==> config.mk <==
export PLATFORM = sky130hd
export DESIGN_NAME = pdm_decim
export DESIGN_NICKNAME = d
export VERILOG_FILES = /design/src/rtl/pdm_decim.sv
export SDC_FILE = /design/constraint.sdc
export NUM_CORES = 1
export LEC_CHECK = 0
export BUFFER_PORTS_ARGS = -buffer_cell sky130_fd_sc_hd__buf_4
export CORE_ASPECT_RATIO = 1.1
export CORE_UTILIZATION = 30
export CTS_BUF_LIST = sky130_fd_sc_hd__clkbuf_4
export DETAILED_ROUTE_END_ITERATION = 10
export GPL_ROUTABILITY_DRIVEN = 0
export GPL_TIMING_DRIVEN = 0
export PLACE_DENSITY = 0.5
export SLEW_MARGIN = 10
export SYNTH_ARGS = -nofsm -noshare
export SYNTH_HDL_FRONTEND = slang
export SYNTH_SLANG_ARGS = --single-unit
export TNS_END_PERCENT = 50
==> constraint.sdc <==
create_clock -name mclk -period 2.9 [get_ports mclk]
set_clock_uncertainty 0.05 [all_clocks]
set_input_delay 0.58 -clock mclk [delete_from_list [all_inputs] [get_ports mclk]]
set_output_delay 0.58 -clock mclk [all_outputs]
set_load 0.005 [all_outputs]
==> src/rtl/pdm_decim.sv <==
// PDM-to-PCM decimator: counts ones over a window of DECIM microphone bits,
// scales them to a saturated 16-bit PCM sample and queues it in a small FIFO.
module pdm_decim #(
  parameter int DECIM      = 64,
  parameter int WARMUP     = 4,
  parameter int FIFO_DEPTH = 4
) (
  input  logic        mclk,
  input  logic        reset,
  input  logic        en,
  input  logic        mic_data,
  output logic        mic_lrsel,
  output logic [15:0] pcm_data,
  output logic        pcm_valid,
  input  logic        pcm_ready,
  output logic        overflow,
  output logic [2:0]  fifo_level
);

  localparam int LOG2D = $clog2(DECIM);
  localparam int SHIFT = 15 - LOG2D;
  localparam int WCW   = (WARMUP > 1) ? $clog2(WARMUP) : 1;
  localparam int PW    = $clog2(FIFO_DEPTH);
  localparam logic [WCW-1:0]     WARM_LAST = WCW'((WARMUP > 0) ? WARMUP - 1 : 0);
  localparam logic [LOG2D-1:0]   WIN_LAST  = LOG2D'(DECIM - 1);
  localparam logic signed [17:0] DECIM_S   = 18'(DECIM);
  localparam logic [2:0]         FULL_LVL  = 3'(FIFO_DEPTH);

  typedef enum logic [1:0] {
    ST_IDLE   = 2'd0,
    ST_WARMUP = 2'd1,
    ST_RUN    = 2'd2
  } state_t;

  state_t              state_r, state_s;
  logic [LOG2D-1:0]    win_cnt_r;
  logic [LOG2D:0]      ones_r, ones_total_s;
  logic [WCW-1:0]      warm_cnt_r;
  logic                capture_s, win_close_s, emit_s, start_s;
  logic signed [17:0]  ones_ext_s, diff_s, scaled_s;
  logic [15:0]         sample_r;
  logic                push_r, pop_s, push_ok_s;
  logic [15:0]         mem_r [FIFO_DEPTH];
  logic [PW-1:0]       rd_ptr_r, wr_ptr_r;
  logic [2:0]          level_r, level_s;
  logic                overflow_r;

  // Clamp the scaled window sum into the signed 16-bit range.
  function automatic logic [15:0] sat16(input logic signed [17:0] v);
    if (v > 18'sd32767) begin
      sat16 = 16'h7FFF;
    end else if (v < -18'sd32768) begin
      sat16 = 16'h8000;
    end else begin
      sat16 = v[15:0];
    end
  endfunction

  // State register.
  always_ff @(posedge mclk) begin
    if (reset) begin
      state_r <= ST_IDLE;
    end else begin
      state_r <= state_s;
    end
  end

  // Next-state logic; en low always returns to IDLE.
  always_comb begin
    state_s = state_r;
    case (state_r)
      ST_IDLE: begin
        if (en) begin
          state_s = (WARMUP == 0) ? ST_RUN : ST_WARMUP;
        end else begin
          state_s = ST_IDLE;
        end
      end
      ST_WARMUP: begin
        if (!en) begin
          state_s = ST_IDLE;
        end else if (win_close_s && (warm_cnt_r == WARM_LAST)) begin
          state_s = ST_RUN;
        end else begin
          state_s = ST_WARMUP;
        end
      end
      ST_RUN: begin
        if (!en) begin
          state_s = ST_IDLE;
        end else begin
          state_s = ST_RUN;
        end
      end
      default: state_s = ST_IDLE;
    endcase
  end

  // State-decoded controls; a bit is only captured while en is still high.
  always_comb begin
    capture_s   = 1'b0;
    start_s     = 1'b0;
    case (state_r)
      ST_IDLE:   start_s   = en;
      ST_WARMUP: capture_s = en;
      ST_RUN:    capture_s = en;
      default:   capture_s = 1'b0;
    endcase
    win_close_s = capture_s && (win_cnt_r == WIN_LAST);
    emit_s      = win_close_s && (state_r == ST_RUN);
  end

  // Window sum including the bit captured on this edge, scaled to full range.
  always_comb begin
    ones_total_s = ones_r + {{LOG2D{1'b0}}, mic_data};
    ones_ext_s   = signed'({{(17 - LOG2D){1'b0}}, ones_total_s});
    diff_s       = (ones_ext_s <<< 1) - DECIM_S;
    scaled_s     = diff_s <<< SHIFT;
  end

  // Window, ones and warm-up counters; cleared whenever capture is idle.
  always_ff @(posedge mclk) begin
    if (reset || state_r == ST_IDLE || state_s == ST_IDLE) begin
      win_cnt_r  <= '0;
      ones_r     <= '0;
      warm_cnt_r <= '0;
    end else if (capture_s) begin
      if (win_close_s) begin
        win_cnt_r <= '0;
        ones_r    <= '0;
        if (state_r == ST_WARMUP) begin
          warm_cnt_r <= warm_cnt_r + WCW'(1);
        end
      end else begin
        win_cnt_r <= win_cnt_r + LOG2D'(1);
        ones_r    <= ones_total_s;
      end
    end
  end

  // One-cycle staging between window close and FIFO push.
  always_ff @(posedge mclk) begin
    if (reset) begin
      push_r   <= 1'b0;
      sample_r <= 16'h0000;
    end else begin
      push_r <= emit_s;
      if (emit_s) begin
        sample_r <= sat16(scaled_s);
      end
    end
  end

  // A push into a full FIFO only lands when a pop frees the head slot.
  always_comb begin
    pop_s     = pcm_valid && pcm_ready;
    push_ok_s = push_r && ((level_r != FULL_LVL) || pop_s);
    level_s   = level_r;
    case ({push_ok_s, pop_s})
      2'b10:   level_s = level_r + 3'd1;
      2'b01:   level_s = level_r - 3'd1;
      default: level_s = level_r;
    endcase
  end

  // FIFO storage, pointers, occupancy and sticky overflow.
  always_ff @(posedge mclk) begin
    if (reset) begin
      for (int i = 0; i < FIFO_DEPTH; i++) begin
        mem_r[i] <= 16'h0000;
      end
      rd_ptr_r   <= '0;
      wr_ptr_r   <= '0;
      level_r    <= 3'd0;
      overflow_r <= 1'b0;
    end else begin
      if (push_ok_s) begin
        mem_r[wr_ptr_r] <= sample_r;
        wr_ptr_r        <= wr_ptr_r + PW'(1);
      end
      if (pop_s) begin
        rd_ptr_r <= rd_ptr_r + PW'(1);
      end
      level_r <= level_s;
      if (start_s) begin
        overflow_r <= 1'b0;
      end else if (push_r && !push_ok_s) begin
        overflow_r <= 1'b1;
      end
    end
  end

  assign mic_lrsel  = 1'b0;
  assign pcm_valid  = (level_r != 3'd0);
  assign pcm_data   = mem_r[rd_ptr_r];
  assign overflow   = overflow_r;
  assign fifo_level = level_r;

endmodule

==> summary by stage <==
Worst setup path
The startpoint of the most critical register-to-register path is fifo_level[0]$_SDFFE_PP0P_. The data required time at the worst endpoint is about 3.2 ns. The type of the setup path with the least slack is register to register. The worst setup path is captured at a register. The worst setup path is launched from a register. The data arrival time at the worst-slack endpoint is about 3.0 ns. The number of cells on the worst reg-to-reg path is 8. The slack of the worst reg-to-reg path is about 0.23 ns. In this run the worst path has a maximum fanout of 6. The endpoint of the most critical register-to-register path is fifo_level[2]$_SDFFE_PP0P_.

Drt
After detailed routing, the average wire length per cell comes to 12.7 µm. The count of nets left with antenna violations after detail routing is 0. The number of DRC violations after detailed routing is 0. The detailed router finished its first iteration with 32 violations. The pre-antenna-repair detailed-routing pass consisted of 4 iterations. Summing over every cut layer, the via total after detailed routing is 1,997. In the routed layout, each cell is associated on average with a via count of 4.66. The final wirelength is 5.45 mm.

Clock network
The number of buffers added for setup after CTS is 0. The TritonCTS clock tree is done. The cell sitting at the root of the clock tree is a sky130_fd_sc_hd__clkbuf_4.

The maximum level of the CTS H-tree is 3. Clock latency on the worst-skew pair, taken at its later pin, is 0.40 ns. After clock tree synthesis, the flow added hold-fix buffers numbering 0. Once the clock tree was built, the resizer swapped 0 gates to a different size. The deepest clock path buffer count is 2.

The clock sink count is 63. After clock tree synthesis, the clock-pin slew on the worst setup and hold paths is ~0.11 ns. TritonCTS created 9 clock buffers.

Final layout
The library cell used most frequently in the layout, excluding fill and tap cells, is sky130_fd_sc_hd__dfxtp_1. The area added between synthesis and finish is 15.1%. After filler insertion, the fill cell instance count of the layout stands at approximately 950.

The library cells used most frequently in the layout, excluding fill and tap cells, are sky130_fd_sc_hd__dfxtp_1, sky130_fd_sc_hd__buf_4, sky130_fd_sc_hd__edfxtp_1, sky130_fd_sc_hd__nor2_1, sky130_fd_sc_hd__and3_1. The total inserted antenna cells is 0. The number of nets in the finished design is 322. The layout cell share with drive strength beyond 1 is 0.221.

The count of cells in the finished layout, fillers not included, comes to 429.

Placement
The quantity of I/O buffers inserted on ports is 24. Before CTS, the worst setup slack after placement is -0.0227 ns. The detailed placer's ending HPWL is 3.95 mm. In this run, placement finished with an instance count of 414.

STA
The number of max-slew violations in the final report is 0. Setup repair after global routing left no endpoint under its margin. Of the available clock period, the critical path in the final layout requires 0.921. The fmax is 374 MHz. At the pin with the least slew margin, the transition time is 0.790 ns. The hold violation count in the final report came to 0.

The worst pin sits at a relative slew slack of 0.469. Setup slack closes at 0.228 ns. Setup violations remaining at the end of the flow were counted as 0.

The clock period minus worst slack is approximately 2.7 ns.

Global routing
The via count of the first global-routing pass is 1,916. The total routing usage reported by global routing is 0.120. The number of antenna violations at the first check in global routing is 0. After global routing the overflow that remains totals 0. The global-route wire length before repair is 9.27 mm. Entering global routing, the biggest net connects 13 pins.

Synthesis
When the netlist entered floorplanning its net count stood at 288. Dividing the synthesized area by the synthesized cell count gives about 11 µm². The post-synthesis instance total is around 270. For this run, the number of Yosys warnings is 0. Synthesis inferred 63 register bits. The combined area of all synthesized cells is 2950 µm². Yosys mapped the design onto 45 distinct sky130hd cell types.

The sequential fraction of the synthesis area is 0.523.

Floorplanning
The die area is roughly 10,000 µm². The effective utilization at floorplan is 0.312. The number of standard-cell rows in the floorplan is 37.

In this run the standard cell core region covers about 9400 µm². 27 I/O pins were placed. The height of the die is 106 µm. The width of the chip is 96.5 µm.

Pwr
VDD sags by at most 0.158 mV. The static power due to leakage is 1.26 nW. In this run the power density over the cells is 456 nW/µm².

Power comes to around 0.0015 W.

Run status
The run finished with clean final reports.

Min path
The hold path depth is 2. In this run the worst hold path is classified as input pin to register. The start point of the worst hold path is en. The worst hold path terminates at overflow$_SDFFE_PP0P_.

Run
The total of max-cap violations is 0.
-- cell families after synthesis --
| group | Yosys count | share of synthesized area |
|---|---|---|
| other | 1 | 0.00127 |
| DFF | 63 | 0.523 |
| AOI/OAI and AO/OA | 38 | 0.0844 |
| muxes | 8 | 0.0569 |
| buffers and inverters | 33 | 0.0581 |
| xor gates and xnor gates | 12 | 0.0356 |
| adders and majority gates | 10 | 0.0450 |
| and+or+nand+nor | 108 | 0.196 |
-- critical path, stage by stage (launching register included) --
cell	delay, ns
sky130_fd_sc_hd__dfxtp_1	0.37
sky130_fd_sc_hd__or4b_2	0.75
sky130_fd_sc_hd__nand2_1	0.20
sky130_fd_sc_hd__ha_1	0.21
sky130_fd_sc_hd__inv_1	0.06
sky130_fd_sc_hd__fa_1	0.37
sky130_fd_sc_hd__xor2_1	0.16
sky130_fd_sc_hd__or3_1	0.30
sky130_fd_sc_hd__a21oi_1	0.13
-- worst max path at each step --
| stage | from | endpoint | depth (start not counted) |
|---|---|---|---|
| 2_1_floorplan | pcm_ready | fifo_level[2]$_SDFFE_PP0P_ | 8 |
| 3_3_place_gp | pcm_ready | fifo_level[2]$_SDFFE_PP0P_ | 9 |
| 3_5_place_dp | pcm_ready | fifo_level[2]$_SDFFE_PP0P_ | 9 |
| 4_1_cts | register | pcm_data[6] | 3 |
| 5_1_grt | register | pcm_data[1] | 3 |
| 6_report | fifo_level[0]$_SDFFE_PP0P_ | fifo_level[2]$_SDFFE_PP0P_ | 8 |
-- metal layers --
layer | track usage | part of all wire | up-vias
met5 | 0 | 0 | -
met4 | 0.0651 | 0.019 | 0
met3 | 0.0279 | 0.026 | 9
met2 | 0.197 | 0.47 | 29
met1 | 0.142 | 0.48 | 925
li1 | - | - | 1034
-- through the flow --
step                      TNS, ns  cell area, µm²   util  hold WS, ns
final                           0            3390  0.359        0.337
after global routing            0            3390  0.359        0.316
after detailed placement  -0.0227            3280  0.347        0.406
after CTS                       0            3390  0.359        0.305
after global placement    -0.0224            3280  0.347        0.401
after floorplan                 0            2950      -        0.386
-- power by group --
| group | internal, W | switching [W] |
|---|---|---|
| clock | 0.000175 | 0.000346 |
| sequential | 0.000944 | 0.00000582 |
| combinational | 0.0000402 | 0.0000358 |
| total | 0.00116 | 0.000388 |
-- registers in the layout, summed over array words and instances, names as in the netlist, named ones only --
| signal | flops |
|---|---|
| mem_r | 28 |
| wr_ptr_r | 2 |
| state_r | 2 |
| warm_cnt_r | 2 |
| sample_r | 7 |
| ones_r | 7 |
| fifo_level | 3 |
| rd_ptr_r | 2 |
| push_r | 1 |
| overflow | 1 |
| win_cnt_r | 6 |
-- Yosys cell counts (all sizes together) --
master  count  area, µm²
dfxtp      35        701
edfxtp     28        841
nor2       23       86.3
and3       19        119
nand2      16       60.1
and2       15       93.8
a21oi      14       70.1
buf        14        100
nand3      13       65.1
inv        10       37.5
clkbuf      9       33.8
ha          9        113
or3         8       55.1
xor2        8       70.1
mux4        7        158
a211oi      6       45.0
o22ai       4       25.0
xnor2       4       35.0
a31o        3       26.3
nor2b       3       18.8
o21ai       3       15.0
nand4       2       12.5
nor3        2       10.0
a21boi      1       7.51
a31oi       1       6.26
a41o        1       10.0
a41oi       1       8.76
and4        1       8.76
conb        1       3.75
fa          1       20.0
mux2i       1       10.0
nand3b      1       7.51
nor3b       1       7.51
nor4        1       6.26
o21ba       1       10.0
o21bai      1       7.51
o31a        1       8.76
o32ai       1       8.76
or2         1       6.26
or3b        1       11.3
or4b        1       10.0
-- area by class of cell --
class / count / area, µm² / area share
flip-flops and latches: 63 / 1540 / 0.454
multi-input cells: 177 / 1240 / 0.366
repair buffers: 24 / 180 / 0.0531
well taps: 117 / 146 / 0.0431
plain buffers: 22 / 130 / 0.0383
clock buffers: 9 / 67.6 / 0.0199
clock inverters: 7 / 48.8 / 0.0144
inverters: 10 / 37.5 / 0.0111
(Power assumes the default switching activity.)
